`src/rtl/input_irq_pkg.sv`:
```
// input_irq_pkg: shared state encoding and default sizing for the input-interrupt feeder.
package input_irq_pkg;
  typedef enum logic [1:0] {IRQ_IDLE, IRQ_PENDING, IRQ_ACK_WAIT} irq_state_e;
  localparam int DEF_DATA_W = 16;
  localparam int DEF_DEPTH = 4;
endpackage

```
`src/rtl/input_fifo.sv`:
```
// input_fifo: power-of-2 circular buffer with combinational head read; push/pop are self-guarded.
module input_fifo
  import input_irq_pkg::*;
#(
  parameter int DATA_W = DEF_DATA_W,
  parameter int DEPTH = DEF_DEPTH,
  parameter int CNT_W = $clog2(DEPTH) + 1
) (
  input  logic              CLK,
  input  logic              Reset,
  input  logic              push,
  input  logic              pop,
  input  logic [DATA_W-1:0] wdata,
  output logic [DATA_W-1:0] rdata,
  output logic [CNT_W-1:0]  count,
  output logic              full,
  output logic              empty
);
  localparam int PTR_W = $clog2(DEPTH);
  logic [PTR_W-1:0] wr_ptr_q, wr_ptr_d, rd_ptr_q, rd_ptr_d;
  logic [CNT_W-1:0] count_q, count_d;
  logic [DATA_W-1:0] mem_q [DEPTH];
  logic [DATA_W-1:0] mem_d [DEPTH];
  logic push_ok, pop_ok;
  assign full = count_q == CNT_W'(DEPTH);
  assign empty = count_q == '0;
  assign push_ok = push && !full;
  assign pop_ok = pop && !empty;
  assign rdata = mem_q[rd_ptr_q];
  assign count = count_q;
  always_comb begin
    mem_d = mem_q;
    if (push_ok) mem_d[wr_ptr_q] = wdata;
    wr_ptr_d = wr_ptr_q + PTR_W'(push_ok);
    rd_ptr_d = rd_ptr_q + PTR_W'(pop_ok);
    count_d = count_q + CNT_W'(push_ok) - CNT_W'(pop_ok);
  end
  always_ff @(posedge CLK) begin
    if (Reset) begin
      wr_ptr_q <= '0;
      rd_ptr_q <= '0;
      count_q <= '0;
    end else begin
      wr_ptr_q <= wr_ptr_d;
      rd_ptr_q <= rd_ptr_d;
      count_q <= count_d;
    end
  end
  // Storage needs no reset: the head word is only meaningful while count != 0.
  always_ff @(posedge CLK) mem_q <= mem_d;
endmodule

```
`src/rtl/input_irq_ctrl.sv`:
```
// input_irq_ctrl: buffers device words and raises InputRecv toward the control FSM, popping on the InputRst rising edge.
// Optional sticky overrun flag enabled by defining INPUT_IRQ_OVERRUN_EN.
module input_irq_ctrl
  import input_irq_pkg::*;
#(
  parameter int DATA_W = DEF_DATA_W,
  parameter int DEPTH = DEF_DEPTH,
  parameter int CNT_W = $clog2(DEPTH) + 1
) (
  input  logic              CLK,
  input  logic              Reset,
  input  logic              dev_valid,
  input  logic [DATA_W-1:0] dev_data,
  output logic              dev_ready,
  input  logic              int_en,
  input  logic              KernelMode,
  input  logic              InputRst,
  output logic              InputRecv,
  output logic [DATA_W-1:0] InputData,
  output logic [CNT_W-1:0]  pending_count,
  output logic              overrun,
  input  logic              overrun_clr
);
  irq_state_e state_q, state_d;
  logic full, empty, pop, input_rst_q, ack_pulse;
  input_fifo #(.DATA_W(DATA_W), .DEPTH(DEPTH), .CNT_W(CNT_W)) u_fifo (
    .CLK(CLK),
    .Reset(Reset),
    .push(dev_valid),
    .pop(pop),
    .wdata(dev_data),
    .rdata(InputData),
    .count(pending_count),
    .full(full),
    .empty(empty)
  );
  assign dev_ready = !full;
  assign ack_pulse = InputRst && !input_rst_q;
  assign InputRecv = state_q == IRQ_PENDING;
  // An ack arriving together with a mask/disable still wins, so the handler's word is consumed.
  always_comb begin
    state_d = state_q;
    pop = 1'b0;
    case (state_q)
      IRQ_IDLE: state_d = (!empty && int_en && !KernelMode) ? IRQ_PENDING : IRQ_IDLE;
      IRQ_PENDING: begin
        pop = ack_pulse;
        state_d = ack_pulse ? IRQ_ACK_WAIT : (!int_en || KernelMode) ? IRQ_IDLE : IRQ_PENDING;
      end
      IRQ_ACK_WAIT: state_d = (!InputRst && !KernelMode) ? IRQ_IDLE : IRQ_ACK_WAIT;
      default: state_d = IRQ_IDLE;
    endcase
  end
  always_ff @(posedge CLK) begin
    if (Reset) begin
      state_q <= IRQ_IDLE;
      input_rst_q <= 1'b0;
    end else begin
      state_q <= state_d;
      input_rst_q <= InputRst;
    end
  end
`ifdef INPUT_IRQ_OVERRUN_EN
  logic overrun_q, overrun_d;
  assign overrun_d = (dev_valid && full) ? 1'b1 : overrun_clr ? 1'b0 : overrun_q;
  always_ff @(posedge CLK) begin
    if (Reset) overrun_q <= 1'b0;
    else overrun_q <= overrun_d;
  end
  assign overrun = overrun_q;
`else
  assign overrun = 1'b0 & overrun_clr;
`endif
endmodule

```
`config.mk`:
```
export PLATFORM = sky130hd
export DESIGN_NAME = input_irq_ctrl
export DESIGN_NICKNAME = d
export VERILOG_FILES = /design/src/rtl/input_irq_pkg.sv /design/src/rtl/input_fifo.sv /design/src/rtl/input_irq_ctrl.sv
export SDC_FILE = /design/constraint.sdc
export NUM_CORES = 1
export LEC_CHECK = 0
export CORE_MARGIN = 2
export CORE_UTILIZATION = 50
export DETAILED_ROUTE_END_ITERATION = 6
export GPL_TIMING_DRIVEN = 0
export PLACE_DENSITY = 0.87
export SYNTH_ARGS = -nofsm -noshare
export SYNTH_HDL_FRONTEND = slang
export SYNTH_SLANG_ARGS = --single-unit
```
`constraint.sdc`:
```
create_clock -name CLK -period 4.9 [get_ports CLK]
set_input_delay 0.49 -clock CLK [delete_from_list [all_inputs] [get_ports CLK]]
set_output_delay 0.49 -clock CLK [all_outputs]
set_load 0.01 [all_outputs]
```
==> flow_summary.yaml, run 1 <==
sta:
  clock-skew-final_ns: 0.00914
  max_slew_margin_pct: 40.9
  fmax_ghz: 0.371
  slew_violations: 0
  tns_ns: 0
  tightest_slew_ns: 0.883
  finalSetupViolCount: 0
  finalCritPeriodShare_pct: 55.0
  fin_crit_ns: 2.70
  fin_ws_ns: 2.20
  hold_viol_final: 0
  rsz0062_at_grt: "false"
drt:
  wire_per_inst_um: 16.7
  via_count: 1399
  viasPerCell: 5.16
  dr.first_iter.drc_count: 95
  finalWirelength_mm: 4.51
  ant_nets: 0
  drc: 0
  first_pass_iters: 4
power_and_ir_drop:
  p_comb_share_pct: 18.9
  vdd.ir_drop.worst_mv: 0.258
  power_mw: 1.52
  p_int_mw: 1.16
  power_switching_uw: 366
  p_leak_nw: 1.15
  switching_share_pct: 24.1
  clockPowerShare_pct: 28.4
  p_seq_share_pct: 52.7
  p_per_area_nw_per_um2: 429
setup_path:
  worstSetupPathType: "reg2out"
  crit_path_start: "u_fifo.rd_ptr_q[1]"
  r2r_setup_slack_ns: 2.76
  required_ns: 4.41
  reg2reg_depth: 8
  startpoint_type: "flip-flop"
  crit_end: "InputData[2]"
  cp_max_fo: 10
  reg2reg_to: "u_fifo.count[2]"
  end_kind: "output pin"
  worstPathArrival_ns: 2.21
  r2r-start: "u_fifo.count[1]"
layout:
  fin_cells: 271
  antenna-diode-count: 0
  nets: 221
  synthToLayoutAreaGrowth_pct: 26.0
  fin_util_pct: 64.9
  fill_cells: 385
  drive_gt1_share_pct: 21.1
die:
  die_area_um2: 6250
  start_util_pct: 51.5
  die_y_um: 79.1
  die_w_um: 79.1
  ioPinCount: 45
  core-area_um2: 5470
  rows: 27
place:
  port_buffers: 41
  hpwlAfterDp_mm: 3.14
  gp_congestion: 0.745
  place_inst: 256
  pre_cts_slack_ns: 2.35
clock_tree:
  cts_hold_buf: 0
  cts_sinks: 74
  htree_num_levels: 3
  cts_inserted_buffers: 9
  clock_latency_ns: 0.33
  post_cts_resize_count: 0
  cts_setup_buffers: 0
  cts_tree: "built"
  clk_pin_slew_worst_paths_ns: 0.07
  root_buffer: "clkbuf_8"
  cts_buffer_depth: 2
yosys:
  synth_seq_cells: 74
  yosysWarningCount: 0
  synth_cell_types: 28
  netlist_area_um2: 2820
  syn-num-nets: 166
  synth_area_leaders: "edfxtp_1 68%, mux4_2 13%, dfxtp_1 7.1%"
  syn-mean-instance-area_um2: 20.1
  syn_inst: 140
  synth_top_area_share_pct: 68.2
  synth-seq-area-share_pct: 75.3
  synth_edf_count: 64
  synthArstFlopShare_pct: 0
  synth_top_area_cell: "edfxtp_1"
  ys.flop_type: "edfxtp_1"
  synth_common_cells: "64 x edfxtp_1, 16 x mux4_2, 10 x dfxtp_1, 5 x nand2_1, 5 x nor2b_1"
  yosys.cell_count.top_type: "edfxtp_1"
hold_path:
  hold_class: "in2reg"
  hp-start: "Reset"
grt:
  first_global_vias: 1457
  grt_use_total_pct: 16.2
  grt_max_degree: 17
  grt-ovfl-total: 0
  grt_pass1_wl_mm: 7.20
  antenna_found_initial: 0
flow_run:
  cap_violations: 0
status:
  outcome: "finished, final reports clean"
==> how the worst min path moves through the flow <==
stage | depth (start not counted) | slack, ns | end
floorplan | 2 | 0.51 | state_q[0]
global placement | 2 | 0.53 | state_q[0]
detailed placement | 2 | 0.55 | state_q[0]
CTS | 2 | 0.53 | u_fifo.count[2]
global route | 2 | 0.56 | u_fifo.count[2]
finish | 2 | 0.54 | u_fifo.count[2]
==> power groups by stage <==
stage | combinational, mW | clock, mW | sequential (mW)
floorplan | 0.141 | 0 | 0.812
CTS | 0.293 | 0.442 | 0.803
detailed placement | 0.291 | 0 | 0.816
global placement | 0.271 | 0 | 0.814
global route | 0.312 | 0.469 | 0.809
finish | 0.288 | 0.433 | 0.802
==> cell usage in the layout (no fill, tap or decap) <==
cell type	instances
clkbuf_1	2
nor3_2	1
clkbuf_8	9
xnor2_1	3
nand2_1	5
nor3b_1	1
a21oi_1	4
nor4b_1	1
clkinvlp_4	2
nor2b_1	5
buf_2	2
ha_1	2
or4_1	1
nand4bb_4	1
o21ai_0	2
or3_1	2
conb_1	1
clkinv_1	1
inv_2	1
inv_1	3
bufinv_16	1
and3_1	1
nand3b_1	1
o31ai_1	1
clkdlybuf4s50_1	41
clkinv_2	2
nor3b_2	2
buf_4	1
buf_6	4
edfxtp_1	64
dfxtp_1	10
or3b_1	1
fa_1	1
nor3_1	1
nor2_1	3
mux4_2	16
==> through the flow <==
step / cell area [µm²] / hold slack (ns)
after floorplan: 2820 / 0.508
final: 3550 / 0.535
after CTS: 3550 / 0.532
after detailed placement: 3370 / 0.551
after global routing: 3550 / 0.558
after global placement: 3320 / 0.534
==> state kept, by name, summed over array words and instances, names as in the netlist <==
name,count
u_fifo.mem_q,64
u_fifo.count,3
state_q,2
u_fifo.rd_ptr_q,2
u_fifo.wr_ptr_q,2
input_rst_q,1
==> kinds of logic after synthesis <==
family                     synth area share [%]
other                                     0.133
xor gates and xnor gates                  0.932
adders and majority gates                  1.60
muxes                                      12.8
buffers and inverters                      1.82
AOI/OAI and AO/OA                          1.33
DFF                                        75.3
and+or+nand+nor                            6.13
==> layer usage <==
layer	share of wire [%]	GRT usage (%)
met3	3.5	3.52
met5	0	0
met2	52	25.3
met1	41	20.1
met4	3.0	11.7
==> worst max-delay path: stages (launching register included) <==
cell             delay [ns]
dfxtp_1                0.31
clkbuf_1               0.38
buf_2                  0.35
mux4_2                 0.35
clkdlybuf4s50_1        0.49
==> final cells by class <==
class                           count  area, µm²  area share [%]
Timing Repair Buffer               44        444            12.5
Multi-Input combinational cell     56        661            18.6
Buffer                              6       36.3            1.02
Tap cell                           72       90.1            2.54
Clock buffer                        9        124            3.49
Inverter                            4       15.0           0.423
Sequential cell                    74       2120            59.8
Clock inverter                      6       58.8            1.66
Power figures use the tool's default switching activity.
==> inputs of run 2 (changes only) <==
- CORE_UTILIZATION: 50 -> 47
- PLACE_DENSITY: 0.87 -> 0.86
- clock period: 4.9 -> 2.3 ns (I/O delays scaled with it)
==> flow_summary.yaml, run 2 (same netlist as run 1, synthesis figures left out) <==
status:
  outcome: "finished, final reports clean"
sta:
  slew_violations: 0
  hold_viol_final: 0
  tns_ns: 0
  finalSetupViolCount: 0
  whs_ns: 0.271
  fin_crit_ns: 2.22
  finalCritPeriodShare_pct: 96.6
  max_slew_margin_pct: 40.1
  rsz0062_at_grt: "false"
  fmax_ghz: 0.450
  tightest_slew_ns: 0.898
  clock-skew-final_ns: 0.00642
layout:
  synthToLayoutAreaGrowth_pct: 27.1
  fin_cells: 272
  largest_register_ffs: 64
  nets: 219
  drive_gt1_share_pct: 22.3
  mostFrequentLayoutCells: "64 x edfxtp_1, 37 x clkdlybuf4s50_1, 16 x mux4_2, 9 x clkbuf_8, 9 x dfxtp_1"
  top_register: "u_fifo.mem_q"
  fin_util_pct: 61.2
  fill_cells: 413
  final_common_cell: "edfxtp_1"
  antenna-diode-count: 0
grt:
  grt_max_degree: 17
  grt_use_total_pct: 16.0
  first_global_vias: 1449
  antenna_found_initial: 0
  grt_pass1_wl_mm: 7.37
  grt-ovfl-total: 0
die:
  start_util_pct: 48.2
  die_y_um: 81.4
  ioPinCount: 45
  core-area_um2: 5850
  die_w_um: 81.4
  rows: 28
  die_area_um2: 6630
setup_path:
  r2r_setup_slack_ns: 0.19
  required_ns: 2.07
  reg2reg_to: "u_fifo.count[2]"
  worstPathArrival_ns: 1.99
  reg2reg_depth: 8
  end_kind: "output pin"
  startpoint_type: "flip-flop"
  r2r-start: "u_fifo.count[2]"
  crit_path_start: "u_fifo.rd_ptr_q[0]"
  cp_max_fo: 10
  worstSetupPathType: "reg2out"
clock_tree:
  post_cts_resize_count: 5
  cts_hold_buf: 0
  htree_num_levels: 3
  cts_setup_buffers: 0
  clk_pin_slew_worst_paths_ns: 0.07
  cts_inserted_buffers: 9
  clock_latency_ns: 0.34
  cts_tree: "built"
  cts_sinks: 74
  root_buffer: "clkbuf_8"
  cts_buffer_depth: 2
hold_path:
  hp-start: "Reset"
  holdPathEnd: "input_rst_q"
  hold_class: "in2reg"
  whs_path_depth: 2
power_and_ir_drop:
  p_leak_nw: 1.18
  vdd.ir_drop.worst_mv: 0.421
  p_per_area_nw_per_um2: 912
  power_mw: 3.27
drt:
  finalWirelength_mm: 4.79
  dr.first_iter.drc_count: 80
  wire_per_inst_um: 17.6
  viasPerCell: 5.28
  first_pass_iters: 4
  drc: 0
  via_count: 1435
  ant_nets: 0
flow_run:
  cap_violations: 0
place:
  gp_congestion: 0.662
  place_inst: 257
  hpwlAfterDp_mm: 3.14
  port_buffers: 41
run 2: power by group:
part	switching, mW	total, mW	leakage [nW]	internal (mW)
sequential	0.0749	1.72	0.669	1.64
combinational	0.289	0.626	0.424	0.336
clock	0.439	0.926	0.0885	0.486
total	0.804	3.27	1.18	2.46
run 2: critical path, stage by stage, from the launching register on:
cell and delay (ns):
dfxtp_1 0.34, buf_8 0.17, buf_12 0.15, mux4_2 0.50, clkdlybuf4s50_1 0.49
run 2: worst max path at each step:
stage	to	cells after the start
2_1_floorplan	u_fifo.mem_q[48]	3
3_3_place_gp	u_fifo.mem_q[56]	3
3_5_place_dp	u_fifo.mem_q[40]	3
4_1_cts	u_fifo.mem_q[32]	3
5_1_grt	InputData[12]	4
6_report	InputData[1]	4
run 2: layout make-up:
| cell class | count | area [µm²] | area share [%] |
|---|---|---|---|
| Buffer | 5 | 51.3 | 1.43 |
| Multi-Input combinational cell | 56 | 674 | 18.8 |
| Clock buffer | 9 | 124 | 3.46 |
| Timing Repair Buffer | 43 | 443 | 12.4 |
| Tap cell | 75 | 93.8 | 2.62 |
| Clock inverter | 6 | 58.8 | 1.64 |
| Sequential cell | 74 | 2120 | 59.3 |
| Inverter | 4 | 15.0 | 0.419 |
run 2: layer usage:
layer	vias up	wire length, µm	GRT usage [%]
met5	-	0	0
met4	0	123	10.3
met3	10	268	4.18
met2	51	2340	23.2
met1	717	2060	21.6
li1	657	-	-
run 2: stage by stage:
step / area [µm²] / setup slack, ns
after global routing: 3580 / 0.000329
after detailed placement: 3350 / -0.134
after floorplan: 2830 / -0.0196
final: 3580 / 0.0792
after global placement: 3330 / -0.812
after CTS: 3540 / -0.0127
==> inputs of run 3 (changes only) <==
- CORE_UTILIZATION: 47 -> 50
- CTS_BUF_LIST: default -> sky130_fd_sc_hd__clkbuf_2
- PLACE_DENSITY: 0.86 -> 0.9
- clock period: 2.3 -> 2 ns (I/O delays scaled with it)
==> flow_summary.yaml, run 3 (same netlist as run 1, synthesis figures left out) <==
status:
  outcome: "complete, but fails checks"
  violations: "setup timing"
drt:
  wire_per_inst_um: 19.0
  first_pass_iters: 4
  dr.first_iter.drc_count: 81
  finalWirelength_mm: 5.41
  ant_nets: 0
  viasPerCell: 5.27
  drc: 0
  via_count: 1502
grt:
  grt_use_total_pct: 17.6
  grt_pass1_wl_mm: 7.72
  antenna_found_initial: 0
  grt_max_degree: 17
  first_global_vias: 1581
  grt-ovfl-total: 0
layout:
  final_common_cell: "edfxtp_1"
  mostFrequentLayoutCells: "64 x edfxtp_1, 24 x clkdlybuf4s50_1, 16 x mux4_2, 15 x buf_4, 14 x buf_6"
  seqCellArea_um2: 2140
  fill_cells: 362
  multi_input_area_um2: 731
  fin_cells: 285
  nets: 235
  antenna-diode-count: 0
  largest_register_ffs: 64
  synthToLayoutAreaGrowth_pct: 33.5
  fin_area_um2: 3760
  top_register: "u_fifo.mem_q"
  drive_gt1_share_pct: 41.8
sta:
  tightest_slew_ns: 0.891
  slew_violations: 0
  clock-skew-final_ns: 0.0229
  rsz0062_at_grt: "true"
  tns_ns: -0.0151
  whs_ns: 0.103
  hold_viol_final: 0
  finalCritPeriodShare_pct: 101
  max_slew_margin_pct: 40.5
  finalSetupViolCount: 1
  fin_ws_ns: -0.0151
  fin_crit_ns: 2.02
  fmax_ghz: 0.496
die:
  die_w_um: 79.1
  ioPinCount: 45
  core-area_um2: 5470
  die_y_um: 79.1
  start_util_pct: 51.5
  rows: 27
  die_area_um2: 6250
place:
  place_area_um2: 3340
  port_buffers: 41
  hpwlAfterDp_mm: 3.16
  gp_congestion: 0.685
  place_inst: 253
setup_path:
  cp_max_fo: 6
  worstSetupPathType: "reg2out"
  startpoint_type: "flip-flop"
  crit_path_max_incr_delay_ns: 0.55
  crit_chain: "buf_12 > buf_12 > mux4_2 > buf_6"
  end_kind: "output pin"
  cp_common_cell: "buf_12"
  crit_path_top_delay_cell: "mux4_2"
  worstPathArrival_ns: 1.82
  required_ns: 1.80
power_and_ir_drop:
  p_comb_share_pct: 23.4
  p_seq_share_pct: 50.8
  switching_share_pct: 25.2
  p_per_area_nw_per_um2: 1040
  power_switching_uw: 982
  vdd.ir_drop.worst_mv: 0.739
  p_int_mw: 2.92
  p_leak_nw: 1.27
  clockPowerShare_pct: 25.8
clock_tree:
  clk_pin_slew_worst_paths_ns: 0.19
  cts_buffer_depth: 2
  cts_sinks: 74
  clock_latency_ns: 0.48
  cts_inserted_buffers: 9
  htree_num_levels: 3
  root_buffer: "clkbuf_2"
  cts_tree: "built"
flow_run:
  cap_violations: 0
hold_path:
  hold_class: "in2reg"
==> run 3: repair_timing <==
action / in CTS / in global routing
hold buffers: 0 / 0
gates resized for setup: 91 / 17
buffers inserted: 7 / 10
pin swaps: 4 / 5
setup endpoints to repair: 67 / 34
cloned: 0 / 1
==> run 3: per-layer routing <==
metal	routed length (µm)	vias to the layer above	GRT usage (%)
li1	-	695	-
met1	2150	757	20.2
met2	2940	41	30.5
met3	180	9	3.30
met4	129	0	10.9
met5	0	-	0
==> run 3: worst max-delay path, delay by kind of cell, from the launching register on <==
| family | cells | cell delay [ns] |
|---|---|---|
| buf+inv | 3 | 0.39 |
| mux | 1 | 0.55 |
| flops | 1 | 0.39 |
==> run 3: layout make-up <==
type                    count  share of cell area (%)
flip-flops and latches     74                    56.9
plain buffers               5                    1.56
clock buffers               9                    1.20
inverters                   4                   0.399
clock inverters             6                    2.83
multi-input cells          56                    19.4
repair buffers             59                    15.3
well taps                  72                    2.39
==> run 3: per-stage QoR <==
stage | power, mW | setup slack (ns) | utilization, %
2_1_floorplan | 2.35 | 0.0113 | -
3_3_place_gp | 2.68 | -0.357 | 61.0
3_5_place_dp | 2.72 | -0.448 | 61.0
4_1_cts | 3.80 | -0.0419 | 65.4
5_1_grt | 4.07 | -0.0991 | 68.7
6_report | 3.90 | -0.0151 | 68.7
==> run 3: path summary, 6_finish.rpt <==
path	start	cells after the start	endpoint	slack, ns
worst max-delay path	u_fifo.rd_ptr_q[0]	4	InputData[1]	-0.02
worst min-delay path	Reset	2	u_fifo.count[2]	0.10
worst max register to register	u_fifo.count[2]	9	u_fifo.count[2]	0.06
worst min register to register	state_q[0]	2	state_q[0]	0.53
==> run 3: power groups by stage <==
stage               clock, mW  sequential [mW]  combinational (mW)
detailed placement          0             2.01               0.708
finish                   1.01             1.98               0.910
CTS                      1.02             1.98               0.790
global placement            0             2.00               0.682
global route             1.09             2.00               0.983
floorplan                   0             1.99               0.363
==> variant (flow settings as in run 2) <==
Change the package constant `DEF_DEPTH` from 4 to 2.
--- a/src/rtl/input_irq_pkg.sv
+++ b/src/rtl/input_irq_pkg.sv
@@ -2,6 +2,6 @@
 package input_irq_pkg;
   typedef enum logic [1:0] {IRQ_IDLE, IRQ_PENDING, IRQ_ACK_WAIT} irq_state_e;
   localparam int DEF_DATA_W = 16;
-  localparam int DEF_DEPTH = 4;
+  localparam int DEF_DEPTH = 2;
 endpackage
 
Ports: changed (resized pending_count); port bits go from 45 to 44. The function was not compared with the original's and may differ.
==> variant against run 2 <==
Worst setup slack improved by 51 ps. Routed wire length fell by 48%. Combinational power fell by 64%. Sequential cell count fell by 35. Final area fell by 43%. Clock power fell by 53%. Critical path type unchanged. Clock skew barely moved. Sequential power fell by 51%. Total power fell by 54%. Synthesized area fell by 47%. Register-to-register slack improved by 390 ps. Sequential share of layout area fell by 5.5 points. Synthesized cell count fell by 38%.
==> variant: results (changes against run 2) <==
- The tree is rooted in a clkbuf_4.
- Critical path's slowest cell: clkdlybuf4s50_1
* Register-to-register setup slack: 580 ps (+390 ps)
- Number of flops mapped to enable cells by yosys: 32 (-50%)
* Pleak: 0.735 nW (-38%)
- The post-placement worst setup slack was 372 ps (+505 ps).
- Run status: complete, no violations
* Leading cell types by count after synthesis: edfxtp_1 (32), mux2_2 (17), dfxtp_1 (7), nor2_1 (6)
* Worst vdd rail ir drop: 0.000399 V (-5.3%)
- The largest fanout of any net on the critical path is 10 (unchanged).
- The instance count after placement with tap cells included was 172 (-33%).
- For hold timing, the worst endpoint is u_fifo.mem_q[15].
- Ys Warns: 0 (unchanged)
- Mean number of vias per cell: 4.84 (-8.2%)
- The number of nets in the synthesized netlist was 114 (-31%).
- Total inserted antenna cells: 0 (unchanged)
* Leftover overflow at the end of global routing: 0 (unchanged)
* Synthesized instance count: 87 (-38%)
- The detailed-placement wirelength estimate is 1800 um (-43%).
* Number of vias after detailed routing: 872 (-39%)
* Global routing usage summed across all routing layers: 0.156 (-0.00467)
- The worst register-to-register path ends at u_fifo.mem_q[13].
- In this run the critical register-to-register path is launched from u_fifo.count[0].
* Number of buffers inserted during clock tree synthesis: 5 (-4)
* Worst-case hold slack: 454 ps (+183 ps)
* # H-tree levels: 2 (-1)
- Register clock-pin slew on the reported worst setup and hold paths: 110 ps (+40 ps)
* Final #Nets: 162 (-26%)
- First-pass detailed-route iteration total: 4 (unchanged)
- The worst clock skew came to 6.44 ps (+0.0170 ps).
- The worst-case reg-to-reg path depth was 4 (-4).
- The measured slew at the worst slew-check pin is 742 ps (-156 ps).
- Post-CTS Resized: 1 (-4)
- In the post-synthesis netlist, the biggest area contributors are edfxtp_1 (64%), mux2_2 (13%), dfxtp_1 (9.3%).
- The maximum count of clock buffers along a single path came to 2 (unchanged).
* Number of cells on the worst hold path: 1 (-1)
- Number of flip-flops under the largest register name: 32 (-50%)
* Fraction of final layout cells sized beyond drive strength 1: 0.221 (-0.00276)
- The global placer's final weighted congestion came to 0.647 (-2.3%).
* Distinct cell type count after synthesis: 20 (-29%)
* Part of the Yosys area used for sequential elements: 0.732 (-0.0207)
- The first-pass GRT wire length was 3950 um (-46%).
- Number of global-route vias before repair: 888 (-39%)
- The post-place instance area came to 1970 um2 (-41%).
- Relative max-transition margin: 0.505 (+0.104)
- The average wire length per cell after detail routing was 13.9 um (-21%).
- The worst endpoint data arrival time is 1940 ps (-50 ps).
* Hold path start: dev_data[15]
- DRC marker count from the first detailed-route iteration: 35 (-56%)
## variant: cell types whose count changed in the layout (fill, tap and decap cells not counted), moves of 4 or more
cell             before  now
edfxtp_1             64   32
mux2_2                0   17
mux4_2               16    0
clkbuf_8              9    0
clkbuf_4              0    5
nor2b_1               5    0
clkdlybuf4s50_1      37   41
dlymetal6s2s_1        4    0
## variant: logic make-up after synthesis
group | share of synthesized area
muxes | 0.127
other | 0.00249
adders and majority gates | 0.0333
and+or+nand+nor | 0.0582
xor gates and xnor gates | 0.0116
AOI/OAI and AO/OA | 0.0133
buffers and inverters | 0.0216
DFF | 0.732
## variant: worst max path at each step
stage | startpoint | end | slack [ps] | cells past startpoint
floorplan | u_fifo.count[0] | u_fifo.mem_q[0] | 700 | 4
global placement | dev_valid | u_fifo.mem_q[29] | 400 | 3
detailed placement | dev_valid | u_fifo.mem_q[5] | 370 | 3
CTS | u_fifo.rd_ptr_q | InputData[4] | 60 | 4
global route | u_fifo.rd_ptr_q | InputData[4] | 20 | 4
finish | u_fifo.rd_ptr_q | InputData[4] | 130 | 4
## variant: layout make-up
| cell class | instances | area, um2 |
|---|---|---|
| Sequential cell | 39 | 1100 |
| Fill cell | 240 | 1000 |
| Timing Repair Buffer | 41 | 410 |
| Multi-Input combinational cell | 41 | 370 |
| Tap cell | 44 | 55.1 |
| Clock inverter | 3 | 38.8 |
| Clock buffer | 5 | 37.5 |
| Buffer | 3 | 20.0 |
| Inverter | 4 | 15.0 |
## variant: report_power, final
part	switching (mW)	internal [mW]
combinational	0.0956	0.131
clock	0.213	0.224
sequential	0.0170	0.831
## variant: routing by layer
layer	wire length [um]	vias up	global-route usage	share of wire
met5	0	-	0	0
met2	1280	39	0.260	0.51
met1	935	407	0.171	0.37
li1	-	421	-	-
met3	234	5	0.0682	0.094
met4	51	0	0.0714	0.020
